[config.mk]
export PLATFORM = sky130hd
export DESIGN_NAME = sdpram16_reader
export DESIGN_NICKNAME = d
export VERILOG_FILES = /design/src/rtl/sdpram16_reader_pkg.sv /design/src/rtl/sdpram16_reader_fifo.sv /design/src/rtl/sdpram16_reader.sv
export SDC_FILE = /design/constraint.sdc
export NUM_CORES = 1
export LEC_CHECK = 0
export ABC_AREA = 1
export CAP_MARGIN = 5
export CORE_MARGIN = 5
export CORE_UTILIZATION = 40
export CTS_BUF_LIST = sky130_fd_sc_hd__clkbuf_8
export CTS_CLUSTER_DIAMETER = 150
export DETAILED_ROUTE_END_ITERATION = 16
export PLACE_DENSITY_LB_ADDON = 0.05
export SLEW_MARGIN = 20
export SYNTH_ARGS = -nofsm -noshare
export SYNTH_HDL_FRONTEND = slang
export SYNTH_SLANG_ARGS = --single-unit
[constraint.sdc]
create_clock -name clk -period 7 [get_ports clk]
set_clock_uncertainty 0.1 [all_clocks]
set_input_delay 1.4 -clock clk [delete_from_list [all_inputs] [get_ports clk]]
set_output_delay 1.4 -clock clk [all_outputs]
set_load 0.005 [all_outputs]
[src/rtl/sdpram16_reader_pkg.sv]
// Shared types and constants for the dual-port RAM stream reader.
package sdpram16_reader_pkg;

    typedef enum logic [1:0] {
        StIdle,
        StRun,
        StDrain,
        StFlush
    } state_e;

    localparam int unsigned RD_LATENCY = 2;
    localparam int unsigned FIFO_DEPTH = 4;
    localparam int unsigned DATA_WIDTH = 16;

endpackage

[src/rtl/sdpram16_reader_fifo.sv]
// First-word-fall-through output FIFO; push and pop may coincide when full.
module sdpram16_reader_fifo
    import sdpram16_reader_pkg::*;
#(
    parameter int unsigned Width = DATA_WIDTH,
    parameter int unsigned Depth = FIFO_DEPTH,
    localparam int unsigned PtrW = $clog2(Depth)
) (
    input  logic             clk,
    input  logic             reset,
    input  logic             clear_i,
    input  logic             push_i,
    input  logic [Width-1:0] data_i,
    input  logic             pop_i,
    output logic [Width-1:0] data_o,
    output logic             valid_o,
    output logic [PtrW:0]    count_o
);

    logic [Width-1:0] mem_q [Depth];
    logic [PtrW-1:0]  wr_ptr_q, rd_ptr_q;
    logic [PtrW:0]    count_q;
    logic             do_push, do_pop;

    assign valid_o = (count_q != '0);
    assign do_pop  = pop_i && valid_o;
    assign do_push = push_i && ((count_q != (PtrW + 1)'(Depth)) || do_pop);
    // Drive zero when empty so the data port reads 0 after reset and clear.
    assign data_o  = valid_o ? mem_q[rd_ptr_q] : '0;
    assign count_o = count_q;

    always_ff @(posedge clk or posedge reset) begin
        if (reset) begin
            for (int i = 0; i < int'(Depth); i++) mem_q[i] <= '0;
            wr_ptr_q <= '0;
            rd_ptr_q <= '0;
            count_q  <= '0;
        end else if (clear_i) begin
            wr_ptr_q <= '0;
            rd_ptr_q <= '0;
            count_q  <= '0;
        end else begin
            if (do_push) begin
                mem_q[wr_ptr_q] <= data_i;
                wr_ptr_q        <= wr_ptr_q + PtrW'(1);
            end
            if (do_pop) rd_ptr_q <= rd_ptr_q + PtrW'(1);
            case ({do_push, do_pop})
                2'b10:   count_q <= count_q + (PtrW + 1)'(1);
                2'b01:   count_q <= count_q - (PtrW + 1)'(1);
                default: count_q <= count_q;
            endcase
        end
    end

endmodule

[src/rtl/sdpram16_reader.sv]
// Streams a block of words out of a dual-port RAM read port into a valid/ready stream.
// Optional SDPRAM16_READER_LAST_EN adds out_last flagging the final word of a transfer.
module sdpram16_reader
    import sdpram16_reader_pkg::*;
#(
    parameter int unsigned ADDR_WIDTH = 10,
    parameter int unsigned LEN_WIDTH  = ADDR_WIDTH + 1
) (
    input  logic                  clk,
    input  logic                  reset,
    input  logic                  start,
    input  logic [ADDR_WIDTH-1:0] start_addr,
    input  logic [LEN_WIDTH-1:0]  start_len,
    input  logic                  abort,
    output logic                  busy,
    output logic                  done,
    output logic [ADDR_WIDTH-1:0] ram_read_addr,
    output logic                  ram_read_enable,
    input  logic                  ram_write_busy,
    input  logic [15:0]           ram_read_data,
`ifdef SDPRAM16_READER_LAST_EN
    output logic                  out_last,
`endif
    output logic [15:0]           out_data,
    output logic                  out_valid,
    input  logic                  out_ready
);

    localparam int unsigned CntW = $clog2(FIFO_DEPTH) + 1;
`ifdef SDPRAM16_READER_LAST_EN
    localparam int unsigned FifoW = DATA_WIDTH + 1;
`else
    localparam int unsigned FifoW = DATA_WIDTH;
`endif

    state_e                 state_q, state_d;
    logic [ADDR_WIDTH-1:0]  addr_q, addr_d;
    logic [LEN_WIDTH-1:0]   len_q, len_d;
    logic [LEN_WIDTH-1:0]   issued_q, issued_d;
    logic [RD_LATENCY-1:0]  infl_q;
    logic                   zero_done_q, zero_done_d;
    logic                   xfer_done, in_xfer, credit_ok;
    logic                   fifo_clear, fifo_push;
    logic [CntW-1:0]        fifo_count;
    logic [3:0]             occ;
    logic [FifoW-1:0]       fifo_wdata, fifo_rdata;

    // Occupancy counts words already promised to the FIFO by reads in flight.
    assign occ       = 4'(fifo_count) + 4'($countones(infl_q));
    assign credit_ok = occ < 4'(FIFO_DEPTH);
    assign in_xfer   = (state_q == StRun) || (state_q == StDrain);

    always_comb begin
        state_d         = state_q;
        addr_d          = addr_q;
        len_d           = len_q;
        issued_d        = issued_q;
        zero_done_d     = 1'b0;
        xfer_done       = 1'b0;
        ram_read_enable = (state_q == StRun) && !abort && !ram_write_busy
                          && (issued_q < len_q) && credit_ok;
        fifo_clear      = in_xfer && abort;
        fifo_push       = infl_q[RD_LATENCY-1] && in_xfer && !abort;
        unique case (state_q)
            StIdle: begin
                if (start) begin
                    addr_d   = start_addr;
                    len_d    = start_len;
                    issued_d = '0;
                    if (start_len == '0) zero_done_d = 1'b1;
                    else                 state_d     = StRun;
                end
            end
            StRun: begin
                if (abort) begin
                    state_d = StFlush;
                end else begin
                    if (ram_read_enable) begin
                        addr_d   = addr_q + ADDR_WIDTH'(1);
                        issued_d = issued_q + LEN_WIDTH'(1);
                    end
                    if (issued_d == len_q) state_d = StDrain;
                end
            end
            StDrain: begin
                if (abort) begin
                    state_d = StFlush;
                end else if ((infl_q == '0) && (fifo_count == '0)) begin
                    state_d   = StIdle;
                    xfer_done = 1'b1;
                end
            end
            StFlush: begin
                if (infl_q == '0) begin
                    state_d   = StIdle;
                    xfer_done = 1'b1;
                end
            end
            default: state_d = StIdle;
        endcase
    end

    always_ff @(posedge clk or posedge reset) begin
        if (reset) begin
            state_q     <= StIdle;
            addr_q      <= '0;
            len_q       <= '0;
            issued_q    <= '0;
            infl_q      <= '0;
            zero_done_q <= 1'b0;
        end else begin
            state_q     <= state_d;
            addr_q      <= addr_d;
            len_q       <= len_d;
            issued_q    <= issued_d;
            infl_q      <= {infl_q[RD_LATENCY-2:0], ram_read_enable};
            zero_done_q <= zero_done_d;
        end
    end

    assign busy          = (state_q != StIdle);
    assign done          = zero_done_q | xfer_done;
    assign ram_read_addr = addr_q;

`ifdef SDPRAM16_READER_LAST_EN
    logic [RD_LATENCY-1:0] last_q;
    logic                  is_last;

    assign is_last = (issued_q == len_q - LEN_WIDTH'(1));

    always_ff @(posedge clk or posedge reset) begin
        if (reset) last_q <= '0;
        else       last_q <= {last_q[RD_LATENCY-2:0], ram_read_enable && is_last};
    end

    assign fifo_wdata = {last_q[RD_LATENCY-1], ram_read_data};
    assign out_last   = fifo_rdata[DATA_WIDTH];
`else
    assign fifo_wdata = ram_read_data;
`endif
    assign out_data = fifo_rdata[DATA_WIDTH-1:0];

    sdpram16_reader_fifo #(
        .Width (FifoW),
        .Depth (FIFO_DEPTH)
    ) u_fifo (
        .clk     (clk),
        .reset   (reset),
        .clear_i (fifo_clear),
        .push_i  (fifo_push),
        .data_i  (fifo_wdata),
        .pop_i   (out_ready),
        .data_o  (fifo_rdata),
        .valid_o (out_valid),
        .count_o (fifo_count)
    );

endmodule

==> results_dict.tcl <==
set metrics [dict create \
    status "finished, final reports clean" \
    clock-sinks 108 \
    yosysWarnings 0 \
    post-route-period-util 0.682 \
    hold_ws_ns 0.330 \
    die_w_um 132 \
    clk_latency_ns 0.39 \
    ctsResizeCount 0 \
    leakagePower_nw 3.23 \
    syn_area_per_cell_um2 8.18 \
    worst-path-max-fanout 7 \
    cts-root-buf "clkbuf_8" \
    power_density_mw_per_mm2 385 \
    wl_mm 14.6 \
    antenna_cells 0 \
    yosys_register_bits 108 \
    ys.flop_type "dfrtp_1" \
    total_power_mw 2.70 \
    setup_tns_ns 0 \
    holdCritPathClass "register to register" \
    cts-hold-fix-buffers 0 \
    path_buf_inv 2 \
    postCtsSetupBuffers 0 \
    synthesis.area_mm2 0.00594 \
    final_cell_mix "nand2_1, dfrtp_1, inv_1" \
    worst-endpoint-arrival_ns 3.28 \
    critPathKind "primary input to output pin" \
    fin_area_mm2 0.00703 \
    dpl.hpwl_mm 9.96 \
    io_pins 73 \
    drive_gt1_frac 0.0885 \
    crit_path_cell_trace "clkdlybuf4s50_1, nor2_4, nand3_2, nor2_2, nand3_1, nor2_4, clkdlybuf4s50_1" \
    cts_tree "done" \
    fin_crit_ns 4.78 \
    final_common_cell "nand2_1" \
    fp.dieH_um 132 \
    post_dp_cell_area_mm2 0.00683 \
    fp-row-count 44 \
    critPathLaunchType "primary input" \
    seq_area_frac_synth 0.455 \
    nets 851 \
    grt_overflow 0 \
    gp_congestion 0.862 \
    clk_pin_slew_ns 0.10 \
    drc 0 \
    synth_edf_count 0 \
    grt_pass1_wl_mm 25.3 \
    dr_total_vias 4962 \
    drt_iter0_markers 250 \
    cp_data_required_time_ns 5.50 \
    crit_family "buffers and inverters" \
    die_area_mm2 0.0174 \
    antenna_found_initial 0 \
    drtAntennaViolNets 0 \
    finalHoldViolations 0 \
    postLayoutCoreUtil 0.483 \
    coreArea_mm2 0.0145 \
    setup_viol 0 \
    clock.fmax_mhz 209 \
    max_stage_delay_ns 0.56 \
    yosysUniqueCellTypes 32 \
    grt_pass1_vias 5085 \
    rrSetupSlack_ns 3.28 \
    worst_pin_slew_ns 0.813 \
    crit_slowest_cell "clkdlybuf4s50_1" \
    syn_nets 791 \
    finalMaxSlewViolations 0 \
    post_drt_wl_per_cell_um 15.0 \
    slew_headroom 0.458 \
    viasPerCell 5.09 \
    globalRouteTotalUtil 0.174 \
    peakVddDrop_mv 0.190 \
    end_kind "output pin" \
    drv_cap 0 \
    initial_core_util 0.409 \
    cts_max_path_buffers 2 \
    synthCells 726 \
    async_flop_share 1.00 \
    rsz0062_at_grt "no" \
    numCtsBuffers 9 \
    grt_max_degree 67 \
    portBuffers 72 \
    area_growth_pct 18.3 \
    htreeDepth 3 \
    dr.pass1.iters 5 \
]
metal layers:
layer	vias up	part of all wire	GRT usage
met1	2347	0.48	0.236
li1	2496	-	-
met4	0	0.024	0.0726
met3	26	0.032	0.0256
met5	-	0	0
met2	93	0.47	0.279
synthesized netlist by cell type (all sizes together) (2+ instances only):
library cell / count / share of area
a22oi: 2 / 0.0025
o211ai: 19 / 0.024
clkbuf: 19 / 0.012
ha: 21 / 0.044
or2: 2 / 0.0021
xor2: 12 / 0.018
nor2: 47 / 0.034
nor3: 4 / 0.0034
a21oi: 55 / 0.050
o21ai: 67 / 0.056
nand3: 37 / 0.032
a31oi: 3 / 0.0032
nor4: 4 / 0.0042
buf: 10 / 0.0076
inv: 95 / 0.060
mux2: 33 / 0.063
dfrtp: 108 / 0.45
nand2: 171 / 0.11
o22ai: 12 / 0.013
cell families (layout without fill, tap and decap cells):
family,after synthesis,count (layout),share of synthesized area
buffers and inverters,124,189,0.0796
and+or+nand+nor,266,266,0.185
AOI/OAI and AO/OA,160,160,0.151
xor gates and xnor gates,13,13,0.0192
DFF,108,108,0.455
adders and majority gates,22,22,0.0476
muxes,33,33,0.0626
cell type report:
class,count,area [um^2]
well taps,184,230
repair buffers,78,766
flip-flops and latches,108,2710
inverters,95,359
clock inverters,6,56.3
clock buffers,10,138
fillers,1377,7510
multi-input cells,494,2770
sequential cells by signal, indices dropped and copies added, names as in the netlist:
| signal | flops |
|---|---|
| infl_q | 2 |
| issued_q | 11 |
| len_q | 11 |
| ram_read_addr | 10 |
| state_q | 2 |
| u_fifo.count_o | 3 |
| u_fifo.mem_q | 64 |
| u_fifo.rd_ptr_q | 2 |
| u_fifo.wr_ptr_q | 2 |
| zero_done_q | 1 |
metrics by stage:
step           setup WS [ns]  cells
2_1_floorplan           2.65    726
3_3_place_gp            2.25    959
3_5_place_dp            2.22    959
4_1_cts                 2.21    975
5_1_grt                 2.10    975
6_report                2.22    975
worst paths after layout:
kind                       startpoint          endpoint  depth (start not counted)
hold reg to reg             infl_q[0]         infl_q[1]                          0
setup / recovery                abort   ram_read_enable                          7
min in group asynchronous       reset  ram_read_addr[0]                          2
max in group asynchronous       reset  u_fifo.mem_q[14]                          3
hold / removal              infl_q[0]         infl_q[1]                          0
setup reg to reg           state_q[1]  ram_read_addr[8]                         10
power by group:
group | total, mW | internal (mW) | switching (mW)
Clock | 0.384 | 0.147 | 0.237
Sequential | 1.03 | 0.829 | 0.196
Combinational | 1.29 | 0.589 | 0.705
Total | 2.70 | 1.57 | 1.14
Power figures use the tool's default switching activity.
